--- config.mk ---
export PLATFORM = sky130hd
export DESIGN_NAME = cpu_ad48_dmem_arb
export DESIGN_NICKNAME = d
export VERILOG_FILES = /design/src/rtl/cpu_ad48_dmem_arb.sv
export SDC_FILE = /design/constraint.sdc
export NUM_CORES = 1
export LEC_CHECK = 0
export ABC_CLOCK_PERIOD_IN_PS = 4490
export BUFFER_PORTS_ARGS = -buffer_cell sky130_fd_sc_hd__buf_2
export CORE_AREA = 2 2 127 129
export CTS_BUF_LIST = sky130_fd_sc_hd__clkbuf_16
export DETAILED_ROUTE_END_ITERATION = 8
export DIE_AREA = 0 0 129 131
export PLACE_DENSITY = 0.52
export SLEW_MARGIN = 20
export SYNTH_ARGS = -nofsm -noshare
export SYNTH_HDL_FRONTEND = slang
export SYNTH_SLANG_ARGS = --single-unit
--- constraint.sdc ---
create_clock -name clk -period 4.49 [get_ports clk]
set_clock_uncertainty 0.15 [all_clocks]
set_input_delay 0.449 -clock clk [delete_from_list [all_inputs] [get_ports clk]]
set_output_delay 0.449 -clock clk [all_outputs]
set_load 0.03 [all_outputs]
--- src/rtl/cpu_ad48_dmem_arb.sv ---
// Arbiter sharing the single synchronous DMEM port between the CPU and the debug/loader port.
// CPU has fixed priority, bounded by a debug starvation guard and a debug lock for atomic sequences.
module cpu_ad48_dmem_arb #(
    parameter int ADDR_W   = 7,
    parameter int DATA_W   = 48,
    parameter int MAX_WAIT = 4
) (
    input  logic              clk,
    input  logic              resetn,

    input  logic              cpu_req_valid,
    input  logic              cpu_req_we,
    input  logic [ADDR_W-1:0] cpu_req_addr,
    input  logic [DATA_W-1:0] cpu_req_wdata,
    output logic              cpu_req_ready,
    output logic              cpu_rsp_valid,
    output logic [DATA_W-1:0] cpu_rsp_rdata,

    input  logic              dbg_req_valid,
    input  logic              dbg_req_we,
    input  logic [ADDR_W-1:0] dbg_req_addr,
    input  logic [DATA_W-1:0] dbg_req_wdata,
    input  logic              dbg_req_lock,
    output logic              dbg_req_ready,
    output logic              dbg_rsp_valid,
    output logic [DATA_W-1:0] dbg_rsp_rdata,

    output logic              mem_en,
    output logic              mem_we,
    output logic [ADDR_W-1:0] mem_addr,
    output logic [DATA_W-1:0] mem_wdata,
    input  logic [DATA_W-1:0] mem_rdata
);

    typedef enum logic {
        OWN_FREE       = 1'b0,
        OWN_DBG_LOCKED = 1'b1
    } own_e;

    localparam logic [3:0] MAX_WAIT_C = 4'(MAX_WAIT);

    own_e       own_q, own_d;
    logic [3:0] wait_cnt_q, wait_cnt_d;
    logic       rsp_pend_q, rsp_pend_d;
    logic       rsp_who_q, rsp_who_d;

    logic       grant_cpu;
    logic       grant_dbg;

    // Grant decision; at most one requester wins per cycle.
    always_comb begin
        // NOTE: every combinationally assigned signal gets a default first so no path leaves it unassigned (no latch).
        grant_cpu = 1'b0;
        grant_dbg = 1'b0;
        if (own_q == OWN_DBG_LOCKED) begin
            grant_dbg = dbg_req_valid;
        end else if (dbg_req_valid && (wait_cnt_q >= MAX_WAIT_C)) begin
            grant_dbg = 1'b1;
        end else if (cpu_req_valid) begin
            grant_cpu = 1'b1;
        end else begin
            grant_dbg = dbg_req_valid;
        end
    end

    always_ff @(posedge clk or negedge resetn) begin
        if (!resetn) begin
            own_q      <= OWN_FREE;
            wait_cnt_q <= 4'd0;
            rsp_pend_q <= 1'b0;
            rsp_who_q  <= 1'b0;
        end else begin
            // NOTE: state uses non-blocking assignments so every flop samples pre-edge values.
            own_q      <= own_d;
            wait_cnt_q <= wait_cnt_d;
            rsp_pend_q <= rsp_pend_d;
            rsp_who_q  <= rsp_who_d;
        end
    end

    always_comb begin
        own_d      = own_q;
        wait_cnt_d = 4'd0;
        rsp_pend_d = 1'b0;
        rsp_who_d  = rsp_who_q;

        if (grant_dbg) begin
            own_d = dbg_req_lock ? OWN_DBG_LOCKED : OWN_FREE;
        end

        if (dbg_req_valid && !grant_dbg) begin
            wait_cnt_d = (wait_cnt_q == 4'd15) ? wait_cnt_q : wait_cnt_q + 4'd1;
        end

        if ((grant_cpu && !cpu_req_we) || (grant_dbg && !dbg_req_we)) begin
            rsp_pend_d = 1'b1;
            rsp_who_d  = grant_dbg;
        end
    end

    // Request-side outputs are forced idle while reset is held, even though grants are combinational.
    always_comb begin
        cpu_req_ready = 1'b0;
        dbg_req_ready = 1'b0;
        mem_en        = 1'b0;
        mem_we        = 1'b0;
        mem_addr      = '0;
        mem_wdata     = '0;
        if (resetn) begin
            if (grant_cpu) begin
                cpu_req_ready = 1'b1;
                mem_en        = 1'b1;
                mem_we        = cpu_req_we;
                mem_addr      = cpu_req_addr;
                mem_wdata     = cpu_req_wdata;
            end else if (grant_dbg) begin
                dbg_req_ready = 1'b1;
                mem_en        = 1'b1;
                mem_we        = dbg_req_we;
                mem_addr      = dbg_req_addr;
                mem_wdata     = dbg_req_wdata;
            end
        end

        cpu_rsp_valid = rsp_pend_q && !rsp_who_q;
        dbg_rsp_valid = rsp_pend_q && rsp_who_q;
        cpu_rsp_rdata = mem_rdata;
        dbg_rsp_rdata = mem_rdata;
    end

endmodule

Yosys cells after proc, flatten, opt, wreduce, memory -nomap -nowiden:

Cells that the tools add are included.

* output and inout port bits: 157
* bits of input ports: 165
* ROM bits: 0
* bits in writable memories: 0
* memories: 0
* latch bits: 0
* register bits: 7

* divide/modulo/power cells: 0
* shift operators: 0
* add/subtract/negate cells: 1
* multipliers: 0
* multiplexer cells: 26
* bitwise gates (word level): 0
* equality and inequality tests: 2
* reductions and logical operators: 11
* order comparisons: 1

Operators by type and width (number)
* 2-to-1 mux 48 bit: 3
* 2-to-1 mux 7 bit: 3
* 2-to-1 mux 1 bit: 18
* 2-to-1 mux 4 bit: 2
* logical AND 1 bit: 6
* adder 4 x 1 -> 4 bit (second input constant): 1
* equality test 4 bit (second input constant): 1
* greater-or-equal comparator 4 x 3 -> 1 bit (second input constant): 1
* zero test 1 bit: 4
* inequality test 2 bit (second input constant): 1
* logical OR 1 bit: 1

Longest topological paths before layout:

* depth after elaboration: 7
* gate-level depth with buffers: 6

Least setup slack after synthesis:

Ideal clock, no wire load.

* path type: register -> output
* from: reg wait_cnt_q[3]
* to: out mem_wdata[10]
* setup slack: 2.444 ns
* stages on the path, launching flop included: 6
* arrival: 1.447 ns
* required time: 3.891 ns
* path buffers: 2
* path through: dfrtp_1 nor4b_4 nor2_2 buf_6 buf_6 a22o_1

* word-level cells in the longest chain between the ends: 7
* elaborated cells on any way between the ends: 9
* those cells by class: 1 x order compare; 7 x mux; 1 x reduce/logical

RTL lines
* start: declaration: line 43 `logic [3:0] wait_cnt_q, wait_cnt_d;`
* start signal: assignment: line 75 `wait_cnt_q <= wait_cnt_d;`
* greater-or-equal comparator 4 x 3 -> 1 bit (*): line 57 `end else if (dbg_req_valid && (wait_cnt_q >= MAX_WAIT_C)) begin`
* logical AND 1 bit (*): line 57
* 2-to-1 mux 1 bit: line 57
* 2-to-1 mux 1 bit: line 55 `if (own_q == OWN_DBG_LOCKED) begin`
* 2-to-1 mux 48 bit: line 116 `end else if (grant_dbg) begin`
* 2-to-1 mux 48 bit (*): line 110 `if (grant_cpu) begin`
* 2-to-1 mux 48 bit (*): line 109 `if (resetn) begin`
* end: declaration: line 31 `output logic [DATA_W-1:0] mem_wdata,`

Mark *: on every way between the ends. The rest lies on a longest branch, timed or not.

Final worst setup path:

* from: in resetn
* to: out mem_wdata[9]

* word-level cells in the longest chain between the ends: 1

RTL lines
* start: declaration: line 9 `input logic resetn,`
* 2-to-1 mux 48 bit: line 109

No other way between the ends.

==> impl_metrics.tcl <==
set metrics [dict create \
    status "completed" \
    final_area_um2 2100 \
    cts-buffers-inserted 3 \
    post-cts-setup-buffer-count 0 \
    arrival_ns 2.84 \
    period_minus_slack_ns 3.44 \
    syn_to_final_growth_pct 27.3 \
    min_period_over_period 0.767 \
    finalMaxSlewViolations 0 \
    crit_slowest_cell "nor2_4" \
    tritoncts "done" \
    layout.nets 439 \
    worstPathCellList "dlygate4sd3_1 > buf_2 > nand2_1 > nor2_4 > buf_4 > a22o_1 > buf_2" \
    clock-sinks 7 \
    grt_setup_unrepaired "false" \
    clock_latency_on_the_worst_skew_pair_ns 0.23 \
    syn-instance-count 198 \
    global_route_wire_length_before_repair_um 9270 \
    drt_wl_total_um 6550 \
    final_antenna_net_count 0 \
    timing.critical_path.slowest_cell_delay_ns 0.67 \
    vias 1665 \
    timing.final.setup_violations 0 \
    synth.yosys.seq_area_share 0.106 \
    first_global_vias 1753 \
    fp.coreArea_um2 15600 \
    ys_seq_elements 7 \
    vdd.ir_drop.worst_mv 0.168 \
    antenna_cells 0 \
    hold_viol 0 \
    detail_route.first_pass.iterations 4 \
    worstHoldPathType "flop to flop" \
    timing.critical_path.mode_cell "buf_2" \
    pin_count 322 \
    cp-end-kind "output port" \
    slew_at_the_pin_closest_to_its_max_slew_limit_ns 1.05 \
    power_density_nw_per_um2 215 \
    clkSlewWorstSetupHoldPaths_ns 0.04 \
    syn-cell-area_um2 1650 \
    maxSlewHeadroom 0.299 \
    yosysWarningCount 0 \
    max_freq_ghz 0.291 \
    dp_hpwl_um 5580 \
    layout-drive-gt1-share 0.676 \
    routed_via_density 3.41 \
    floorplan.die.width_um 129 \
    start_util 0.106 \
    worst-r2r-setup-slack_ns 3.00 \
    postLayoutCoreUtil 0.135 \
    grt_start_max_net_pins 58 \
    htreeDepth 1 \
    drcViolationCount 0 \
    fin_setup_tns_ns 0 \
    worstReg2RegEnd "rsp_who_q" \
    hold_end "wait_cnt_q[0]" \
    drt_iter0_markers 42 \
    startpoint_type "input pin" \
    clk_path_buf_depth 2 \
    path_class "input pin to output port" \
    postPlaceCellArea_um2 2010 \
    grt_antenna_before_repair 0 \
    worst-path-buf-inv 4 \
    hold_ws_ns 0.287 \
    routabilityCongestion 0.782 \
    min-delay-start "wait_cnt_q[0]" \
    num_rows 46 \
    syn_area_per_cell_um2 8.32 \
    timing.critical_path.fanout_max 37 \
    worst-endpoint-required_ns 3.89 \
    fp.dieH_um 131 \
    hold-path-cell-count 1 \
    clockRootBuffer "clkbuf_16" \
    synthesized_netlist_net_count 364 \
    launch_point_of_the_worst_reg_to_reg_path "wait_cnt_q[3]" \
    reg2regPathDepth 3 \
    cap_viol_max_count 0 \
    tot_gr_track_use 0.0711 \
    wl_per_cell_um 13.4 \
    port_buffer_count 177 \
    dieArea_um2 16900 \
    timing.critical_path.from "resetn" \
    timing.critical_path.max_delay_family "buffers and inverters" \
    grt_remaining_overflow 0 \
    cellLeakagePower_nw 1.19 \
    synth_cell_types 25 \
]
[final cells by class]
type / instances / area, um2
Inverter: 2 / 7.51
Fill cell: 1829 / 13500
Timing Repair Buffer: 179 / 903
Tap cell: 216 / 270
Sequential cell: 7 / 175
Clock inverter: 1 / 3.75
Multi-Input combinational cell: 80 / 663
Clock buffer: 3 / 75.1
[sequential cells by signal (all words and copies together) (netlist names)]
signal / count
rsp_who_q: 1
own_q: 1
wait_cnt_q: 4
rsp_pend_q: 1
[cells in the final DEF (no fill, tap or decap), drive strengths merged, types with 2 or more instances in the layout]
| cell | netlist | routed |
|---|---|---|
| a22o | 57 | 57 |
| inv | 2 | 3 |
| a21oi | 2 | 2 |
| nand2 | 2 | 2 |
| dfrtp | 7 | 7 |
| o21ai | 2 | 2 |
| buf | 108 | 178 |
| and3 | 3 | 3 |
| clkbuf | 1 | 3 |
| nor2b | 2 | 2 |
| nor2 | 3 | 3 |
[cell families after synthesis]
kind of cell / Yosys count / synth area share
buffers and inverters: 111 / 0.495
AO/OA/AOI/OAI: 64 / 0.329
AND/OR/NAND/NOR: 14 / 0.0600
flip-flops: 7 / 0.106
adder cells (fa/ha/maj): 1 / 0.00759
other: 1 / 0.00228
[cell usage after synthesis, drive strengths merged]
cell type | number | share of area
a21o | 1 | 0.0046
and3 | 3 | 0.011
clkbuf | 1 | 0.0023
a21oi | 2 | 0.0061
nor3b | 1 | 0.0046
o21ai | 2 | 0.0061
ha | 1 | 0.0076
conb | 1 | 0.0023
or3b | 1 | 0.0053
a22o | 57 | 0.30
inv | 2 | 0.0046
dfrtp | 7 | 0.11
nor2b | 2 | 0.0076
nor2 | 3 | 0.0084
and2 | 1 | 0.0038
o211ai | 1 | 0.0046
buf | 108 | 0.49
nor4b | 1 | 0.014
nand2 | 2 | 0.0046
o21a | 1 | 0.0046
[layer usage]
| metal | GRT usage | share of wire | up-vias |
|---|---|---|---|
| li1 | - | - | 759 |
| met1 | 0.0718 | 0.37 | 750 |
| met2 | 0.145 | 0.52 | 138 |
| met3 | 0.0179 | 0.10 | 18 |
| met4 | 0.0160 | 0.010 | 0 |
| met5 | 0 | 0 | - |
[how the worst max path moves through the flow]
stage,to,slack [ns],cells after the start
3_3_place_gp,mem_wdata[9],1.54,6
4_1_cts,mem_wdata[9],1.02,7
6_report,mem_wdata[9],1.05,7
3_5_place_dp,mem_wdata[9],1.54,6
2_1_floorplan,mem_wdata[10],2.44,5
5_1_grt,mem_wdata[9],0.87,7
[stage by stage]
stage | instances | setup WS (ns) | power (mW)
after CTS | 488 | 1.02 | 0.455
after detailed placement | 483 | 1.54 | 0.304
final | 488 | 1.05 | 0.451
after global placement | 483 | 1.54 | 0.306
after floorplan | 198 | 2.44 | 0.366
after global routing | 488 | 0.872 | 0.471
[where the power goes]
part           switching, mW  total [mW]  internal (mW)
clock network         0.0331       0.149          0.116
registers            0.00423      0.0714         0.0671
logic                  0.140       0.231         0.0907
[worst reg2reg max path: stages, from the launching register on]
cell and delay, ns:
dfrtp_1 0.44, nor4b_4 0.47, nor2_1 0.12, a21o_1 0.19
[timing repair]
| action | 4_1_cts | 5_1_grt |
|---|---|---|
| hold endpoints to repair | 7 | 0 |
| setup endpoints to repair | 0 | 0 |
| hold buffers | 1 | 0 |
| gates resized for setup | 0 | 0 |
Power figures use the tool's default switching activity.
